**src/rtl/pio_sm_scheduler.sv**
```systemverilog
// PIO state-machine scheduler: per-SM run FSM, 16.8 fractional clock
// divider tick generation and registered restart strobes.
module pio_sm_scheduler #(
  parameter int NUM_SM = 4,
  parameter int INT_W  = 16,
  parameter int FRAC_W = 8
) (
  input  logic                    clk,
  input  logic                    rst,
  input  logic [NUM_SM-1:0]       sm_enable,
  input  logic [NUM_SM-1:0]       sm_restart,
  input  logic [NUM_SM-1:0]       clkdiv_restart,
  input  logic [NUM_SM-1:0]       clkdiv_wr,
  input  logic [INT_W+FRAC_W-1:0] clkdiv_data,
  output logic [NUM_SM-1:0]       sm_tick,
  output logic [NUM_SM-1:0]       sm_restart_out,
  output logic [NUM_SM-1:0]       sm_running
);

  localparam int DW = INT_W + FRAC_W;

  typedef enum logic {
    OFF = 1'b0,
    RUN = 1'b1
  } state_t;

  localparam logic [DW-1:0] DIV_RST =
    {{(INT_W-1){1'b0}}, 1'b1, {FRAC_W{1'b0}}};

  for (genvar i = 0; i < NUM_SM; i++) begin : g_sm
    state_t            st_q, st_d;
    logic              rso_q, rso_d;
    logic [INT_W:0]    cnt_q, cnt_d;
    logic [FRAC_W-1:0] facc_q, facc_d;
    logic [DW-1:0]     div_q, div_d;
    logic [DW-1:0]     pend_q, pend_d;
    logic              pv_q, pv_d;
    logic [DW-1:0]     eff;
    logic [INT_W:0]    int_eff;
    logic [FRAC_W:0]   sum;
    logic              run, reload;

    assign run    = (st_q == RUN);
    assign reload = run & (cnt_q == '0);
    // A pending divisor takes over at the reload that starts the next period.
    assign eff    = pv_q ? pend_q : div_q;
    assign int_eff = (eff[DW-1:FRAC_W] == '0) ?
                     {1'b1, {INT_W{1'b0}}} :
                     {1'b0, eff[DW-1:FRAC_W]};
    assign sum    = {1'b0, facc_q} + {1'b0, eff[FRAC_W-1:0]};

    assign sm_tick[i]        = reload & ~rso_q;
    assign sm_restart_out[i] = rso_q;
    assign sm_running[i]     = run;

    always_comb begin
      st_d   = sm_enable[i] ? RUN : OFF;
      rso_d  = sm_restart[i];
      cnt_d  = cnt_q;
      facc_d = facc_q;
      div_d  = div_q;
      pend_d = pend_q;
      pv_d   = pv_q;

      if (clkdiv_wr[i] && (!run || clkdiv_restart[i])) begin
        div_d = clkdiv_data;
        pv_d  = 1'b0;
      end else begin
        if ((reload || !run) && pv_q) begin
          div_d = pend_q;
          pv_d  = 1'b0;
        end
        if (clkdiv_wr[i]) begin
          pend_d = clkdiv_data;
          pv_d   = 1'b1;
        end
      end

      if (clkdiv_restart[i] || (!run && sm_enable[i])) begin
        cnt_d  = '0;
        facc_d = '0;
      end else if (reload) begin
        cnt_d  = int_eff + {{INT_W{1'b0}}, sum[FRAC_W]}
                 - {{INT_W{1'b0}}, 1'b1};
        facc_d = sum[FRAC_W-1:0];
      end else if (run) begin
        cnt_d = cnt_q - {{INT_W{1'b0}}, 1'b1};
      end
    end

    always_ff @(posedge clk or posedge rst) begin
      if (rst) begin
        st_q   <= OFF;
        rso_q  <= 1'b0;
        cnt_q  <= '0;
        facc_q <= '0;
        div_q  <= DIV_RST;
        pend_q <= '0;
        pv_q   <= 1'b0;
      end else begin
        st_q   <= st_d;
        rso_q  <= rso_d;
        cnt_q  <= cnt_d;
        facc_q <= facc_d;
        div_q  <= div_d;
        pend_q <= pend_d;
        pv_q   <= pv_d;
      end
    end
  end

endmodule
```
**config.mk**
```make
export PLATFORM = sky130hd
export DESIGN_NAME = pio_sm_scheduler
export DESIGN_NICKNAME = d
export VERILOG_FILES = /design/src/rtl/pio_sm_scheduler.sv
export SDC_FILE = /design/constraint.sdc
export NUM_CORES = 1
export LEC_CHECK = 0
export BUFFER_PORTS_ARGS = -buffer_cell sky130_fd_sc_hd__buf_2
export CAP_MARGIN = 20
export CORE_MARGIN = 2
export CORE_UTILIZATION = 63
export CTS_CLUSTER_SIZE = 12
export DETAILED_ROUTE_END_ITERATION = 8
export GPL_TIMING_DRIVEN = 0
export PLACE_DENSITY = 0.79
export SLEW_MARGIN = 20
export SYNTH_ARGS = -nofsm -noshare
export SYNTH_HDL_FRONTEND = slang
export SYNTH_SLANG_ARGS = --single-unit
```
**constraint.sdc**
```tcl
create_clock -name clk -period 14.3 [get_ports clk]
set_input_delay 2.86 -clock clk [delete_from_list [all_inputs] [get_ports clk]]
set_output_delay 2.86 -clock clk [all_outputs]
set_load 0.005 [all_outputs]
```
==> results of run 1 <==
-- cell type report --
class | count | area [um^2] | share of cell area [%]
timing repair buffer | 56 | 348 | 1.74
tap | 378 | 473 | 2.37
buffer | 88 | 398 | 1.99
multi-input combinational | 1425 | 9870 | 49.5
clock inverter | 6 | 82.6 | 0.414
sequential | 304 | 7610 | 38.2
inverter | 32 | 128 | 0.640
clock buffer | 56 | 1040 | 5.20
-- through the flow --
stage	area [um^2]	total power (uW)	std cells	TNS, ps
finish	19900	3660	2345	0
global route	19900	3890	2345	0
CTS	19900	3640	2345	0
detailed placement	18800	2740	2283	0
global placement	18700	2680	2280	-47180
floorplan	18000	2350	1849	0
-- metal layers --
layer	global-route usage [%]	up-vias
met1	40.6	7560
met4	12.7	0
met3	4.44	126
met2	53.4	557
li1	-	6955
met5	0	-
-- worst register-to-register path: cells and delay by family (launching register included) --
kind / cells / cell delay (ps)
adder cells (fa/ha/maj): 4 / 910
XOR/XNOR: 1 / 140
AND/OR/NAND/NOR: 3 / 930
buffers and inverters: 5 / 1900
AO/OA/AOI/OAI: 8 / 1920
flip-flops: 1 / 330
multiplexers: 1 / 440
-- power by group --
group	switching (uW)	internal [uW]	leakage, uW
Clock	358	532	0.000543
Sequential	228	1080	0.00382
Combinational	879	587	0.00429
Total	1460	2200	0.00865
-- registers in the layout, summed over array words and instances, names as in the netlist --
register     flops
g_sm.pv_q        4
g_sm.rso_q       4
g_sm.div_q      96
g_sm.run         4
g_sm.facc_q     32
g_sm.cnt_q      68
g_sm.pend_q     96
-- cells in the final DEF, fill, tap and decap left out, types with 8 or more instances in the layout --
master	instances
clkbuf_16	37
mux2i_1	162
clkbuf_1	69
nor3b_1	24
xnor2_1	33
or4_1	10
a211oi_1	9
nand2b_1	14
buf_2	71
o31ai_1	11
or3_1	24
nand4_1	10
buf_4	8
nor2_1	114
a21o_1	11
xor2_1	41
o211ai_1	8
nand2_1	212
o21ai_0	185
o22ai_1	15
o21ai_1	17
mux2_2	131
nor2b_1	9
a21oi_1	61
dfrtp_1	300
a31oi_1	11
inv_1	31
nand3_1	27
ha_1	44
nor4_1	31
o21a_1	12
nor3_1	78
-- path summary, 6_finish.rpt --
kind | from | endpoint | slack, ps | depth (start not counted)
worst max register to register | g_sm[3].pv_q | g_sm[3].cnt_q[10] | 7640 | 22
min in group asynchronous | rst | g_sm[2].rso_q | 2400 | 2
worst min register to register | g_sm[1].div_q[7] | g_sm[1].div_q[7] | 470 | 2
worst min-delay path | g_sm[1].div_q[7] | g_sm[1].div_q[7] | 470 | 2
worst max-delay path | g_sm[3].pv_q | g_sm[3].cnt_q[10] | 7640 | 22
max in group asynchronous | rst | g_sm[0].div_q[8] | 10710 | 4
-- kinds of logic (layout without fill, tap and decap cells) --
family | count (synthesis) | count (layout)
simple gates | 603 | 603
compound gates | 407 | 407
flops | 304 | 304
mux | 293 | 293
buf+inv | 120 | 238
xor+xnor | 74 | 74
fa+ha+maj | 48 | 48
==> metrics, run 1 <==
met1 WL=19,800 um; count leader, synth=dfrtp_1; EDFF count, synth=0; row cnt=61; DRT antenna net count=0; metal3 WL=2670 um; fill count=2,114; Syn Std Cell Area=around 0.018 mm^2; die extent in y=173 um; Worst EP arrival=7090 ps; f_max=about 0.15 GHz; Post-CTS Setup Inserts=0; share of cells above drive strength 1=14.8%; final setup violation count=0; Compound-Gate Fraction of Synth Area=a little over an eighth; clock slew at reported path FFs=around 60 ps; Layout Skew=13.1 ps; top routing layer in use=met4; area leader, netlist=dfrtp_1; GRT Util Overall=31.4%; post-synth cell types=83; initial core utilization=64.4%; crit-path cells=clkbuf_1 > clkbuf_1 > buf_2 > buf_1 > mux2_2 > ha_1 > inv_1 > fa_1 > nor2b_1 > o21ai_0 > a21boi_0 > o21ai_0 > a21oi_1 > a211oi_1 > ha_1 > ha_1 > nor4b_1 > o22ai_1 > nor3_1 > xor2_1 > a211o_1 > o21ai_0; IO Count=54; Synth warnings=0; Via density=6.48; TritonCTS Buffers=35; synth top area cells=dfrtp_1, mux2i_1, mux2_2; DP Worst Slack=7910 ps; sequential element share of the synthesized area=42.3%; ant diodes=0; core area=0.0279 mm^2; CP bufs+invs=5; CP max stage cell=buf_1; clk_lat worst skew=520 ps; post_cts resized=0; Hold Slack=474 ps; drt drc=0; Most used DFF post-synth=dfrtp_1; CTS sink cnt=304; status=finished, final reports clean; clk root buf=clkbuf_16; RSZ-0062 raised after global routing=no; IO buf count=53; final wirelength=47,400 um; Worst Setup Start Kind=register; Period Utilization, post-route=46.5%; Synth Area in XOR/XNOR=approximately 3.6%; max cap viols=0; Top delay family on crit path=compound AO/OA/AOI/OAI gates; Final nets=just over 2,000; Mapped Cells=1,849; TritonRoute pass-1 iters=5; die area=0.0299 mm^2; die width=roughly 170 um; mux contribution to synthesized area=17.2%; Avg Cell Area, Syn=between 9 and 10 um^2; post-DP HPWL=~33,000 um; Max Slew Vio Count=0; Syn Nets=1,939; first-pass GRT wire length=77,000 um; vias in the first global route=15,100; post-layout min period=6660 ps; Post-synth top cells=dfrtp_1, nand2_1, o21ai_0, mux2i_1, mux2_2; via count=15,200; peak supply drop=0.119 mV; TritonCTS clock tree=yes; HP Class=reg -> reg; WL met2=roughly 23,000 um; CP max stage delay=~620 ps; Adder-Cell Fraction of Synth Area=around 3.5%; Clock Tree Buf Depth=3; Worst-Margin Slew=1110 ps; Synth top area share=roughly two fifths; Layout area overhead=10.9%; static leakage=0.00865 uW; # hold bufs at CTS=0; PnR worst setup slack=7640 ps; post-layout util=71.4%; DRT iter0 DRCs=between 1,000 and 1,500; Max Fanout on Critical Path=10; largest family of logic cells by synthesized area=multiplexers; Critical Path Sink Type=register; largest net degree at the start of global routing=86; antenna violations before repair=0; Cell Pwr Density=184 mW/mm^2; Wirelength per Cell=20.2 um; slew margin rel.=25.9%; Final Hold Vio Count=0; CP required=14,730 ps; # H-tree levels=2; kind of critical path=reg -> reg; synthesis-stage register bit count=about 300; simple-gate share of the synthesized area=16.9%; grt ovf=0; asr flop ratio synth=100%; GP Congestion=0.933
Note: power is estimated with default switching activity, not from simulation.
==> run 2: changes to the inputs <==
clock period = 6.32 ns   (was 14.3 ns; I/O delays follow)
==> run 2 against run 1 <==
Compared with the run above:
- routed wire length fell by 0.65%
- highest routed layer unchanged
- clock skew is 2.2 ps higher
- via count fell by 1.2%
- core utilization grew 0.54 points
- die area stayed put
- critical path type unchanged
- non-clock buffer count rose by 4
- clock power grew 130%
==> metrics, run 2 (synthesis gave the netlist of run 1 again) <==
grt ovf=0 (unchanged); Layout area overhead=11.7%; initial core utilization=64.4% (unchanged); TritonCTS Buffers=35 (unchanged); Clock Tree Buf Depth=3 (unchanged); Period Utilization, post-route=95.9% (+49 points); antenna violations before repair=0 (unchanged); first-pass GRT wire length=78,200 um (+1.6%); Final nets=2,036 (+0.20%); vias in the first global route=15,100 (+0.12%); DP Cell Count=2,290 (+0.31%); most used cell, CP=buf_2; clock slew at reported path FFs=60 ps (about the same); Critical Path Sink Type=register; Via density=6.40 (-1.2%); TritonRoute pass-1 iters=6 (+1); core area=0.0279 mm^2 (unchanged); max cap viols=0 (unchanged); Design Power=8350 uW (+130%); clk root buf=clkbuf_16; Post-CTS Setup Inserts=0 (unchanged); clk_lat worst skew=520 ps (about the same); GP Congestion=0.923 (-1.1%); most frequent cells in the layout=dfrtp_1, nand2_1, o21ai_0; RSZ-0062 raised after global routing=no; Max Slew Vio Count=0 (unchanged); post-layout util=71.9% (+0.54 points); row cnt=61 (unchanged); static leakage=0.00873 uW (+0.91%); die width=173 um (unchanged); share of cells above drive strength 1=15.5% (+0.75 points); post-layout min period=6060 ps (-593 ps); CP max stage cell=o41ai_1; IO buf count=53 (unchanged); non-filler cells in the finished layout=2,347 (+0.085%); fin area=0.0201 mm^2 (+0.75%); PnR worst setup slack=258 ps (-7390 ps); Final Hold Vio Count=0 (unchanged); r2r worst-path depth=23 (+4.5%); final wirelength=47,100 um (-0.65%); drt drc=0 (unchanged); leading cell type in the layout, fill and taps excluded=dfrtp_1; peak supply drop=0.237 mV (+100%); CTS sink cnt=304 (unchanged); placed cell areas=0.0189 mm^2 (+0.65%); WHS Path Cells=2 (unchanged); via count=15,000 (-1.2%); f_max=0.165 GHz (+9.8%); final setup violation count=0 (unchanged); Layout Skew=15.4 ps (+2.24 ps); HP Class=reg -> reg; # H-tree levels=2 (unchanged); Worst-Margin Slew=1050 ps (-51.5 ps); largest net degree at the start of global routing=36 (-58%); Worst EP arrival=6430 ps (-660 ps); Worst Setup Start Kind=register; ant diodes=0 (unchanged); DRT antenna net count=0 (unchanged); die extent in y=173 um (unchanged); biggest regs=g_sm.div_q x96, g_sm.pend_q x96, g_sm.cnt_q x68; TritonCTS clock tree=yes; fill count=2,088 (-1.2%); status=finished, final reports clean; die area=0.0299 mm^2 (unchanged); Max Fanout on Critical Path=10 (unchanged); post-DP HPWL=33,200 um (+0.89%); IO Count=54 (unchanged); DP Worst Slack=-183 ps (-8090 ps); kind of critical path=reg -> reg; CP max stage delay=560 ps (-60 ps); DRT iter0 DRCs=1,178 (-7.1%); CP required=6690 ps (-8040 ps); slew margin rel.=29.2% (+3.3 points); crit-path cells=buf_2 > buf_2 > buf_2 > buf_2 > buf_2 > mux2_2 > ha_1 > inv_1 > fa_1 > nor2b_1 > o21ai_0 > a21boi_0 > o31a_1 > o21a_1 > nor2_1 > ha_1 > ha_1 > buf_1 > nand2_1 > or4_1 > and3_1 > o41ai_1 > o311ai_1; GRT Util Overall=31.8% (+0.44 points); Wirelength per Cell=20.1 um (-0.74%); Cell Pwr Density=415 mW/mm^2 (+130%)
run 2: cell types whose count changed in the layout (fill, tap and decap cells not counted), moves of 2 or more:
| cell | before | now |
|---|---|---|
| buf_1 | 6 | 3 |
| buf_16 | 3 | 1 |
| bufinv_16 | 2 | 4 |
| clkinv_2 | 3 | 6 |
| buf_12 | 0 | 9 |
| clkbuf_8 | 4 | 6 |
| clkbuf_1 | 69 | 60 |
| clkbuf_16 | 37 | 35 |
run 2: final cells by class:
type                       instances  area (um^2)  area share (%)
clock buffer                      48          985            4.90
multi-input combinational       1425         9870            49.1
clock inverter                    12          166           0.828
sequential                       304         7610            37.9
timing repair buffer              63          473            2.35
buffer                            85          390            1.94
tap                              378          473            2.35
inverter                          32          124           0.616
run 2: layer usage:
layer	up-vias	track usage, %	wire length, um
li1	6964	-	-
met1	7469	42.2	19700
met2	480	53.8	23200
met3	110	4.66	2730
met4	0	10.9	1470
met5	-	0	0
run 2: where the power goes:
group	total, uW	internal, uW	switching [uW]
Sequential	2950	2440	512
Combinational	3320	1330	1990
Clock	2080	1250	826
run 2: metrics by stage:
step                      hold slack (ps)  TNS, ps
final                                 474        0
after global routing                  501        0
after CTS                             479        0
after detailed placement              466     -430
after global placement                458  -213740
after floorplan                       446        0
run 2: final timing paths:
kind,start,endpoint,slack [ps]
min,g_sm[2].div_q[4],g_sm[2].div_q[4],470
min in group asynchronous,rst,g_sm[2].facc_q[6],780
max in group asynchronous,rst,g_sm[0].cnt_q[12],4340
min reg2reg,g_sm[2].div_q[4],g_sm[2].div_q[4],470
max reg2reg,g_sm[0].pv_q,g_sm[0].cnt_q[10],260
max,g_sm[0].pv_q,g_sm[0].cnt_q[10],260
run 2: repair_timing:
action	CTS	global route
hold buffers	0	0
endpoints found under the setup margin	4	14
gates resized for setup	0	3
run 2: worst max-delay path: cells and delay by family (launching register included):
kind / cells / cell delay (ps)
multiplexers: 1 / 400
buffers and inverters: 7 / 1850
AO/OA/AOI/OAI: 6 / 1600
AND/OR/NAND/NOR: 5 / 1000
adder cells (fa/ha/maj): 4 / 760
flip-flops: 1 / 320
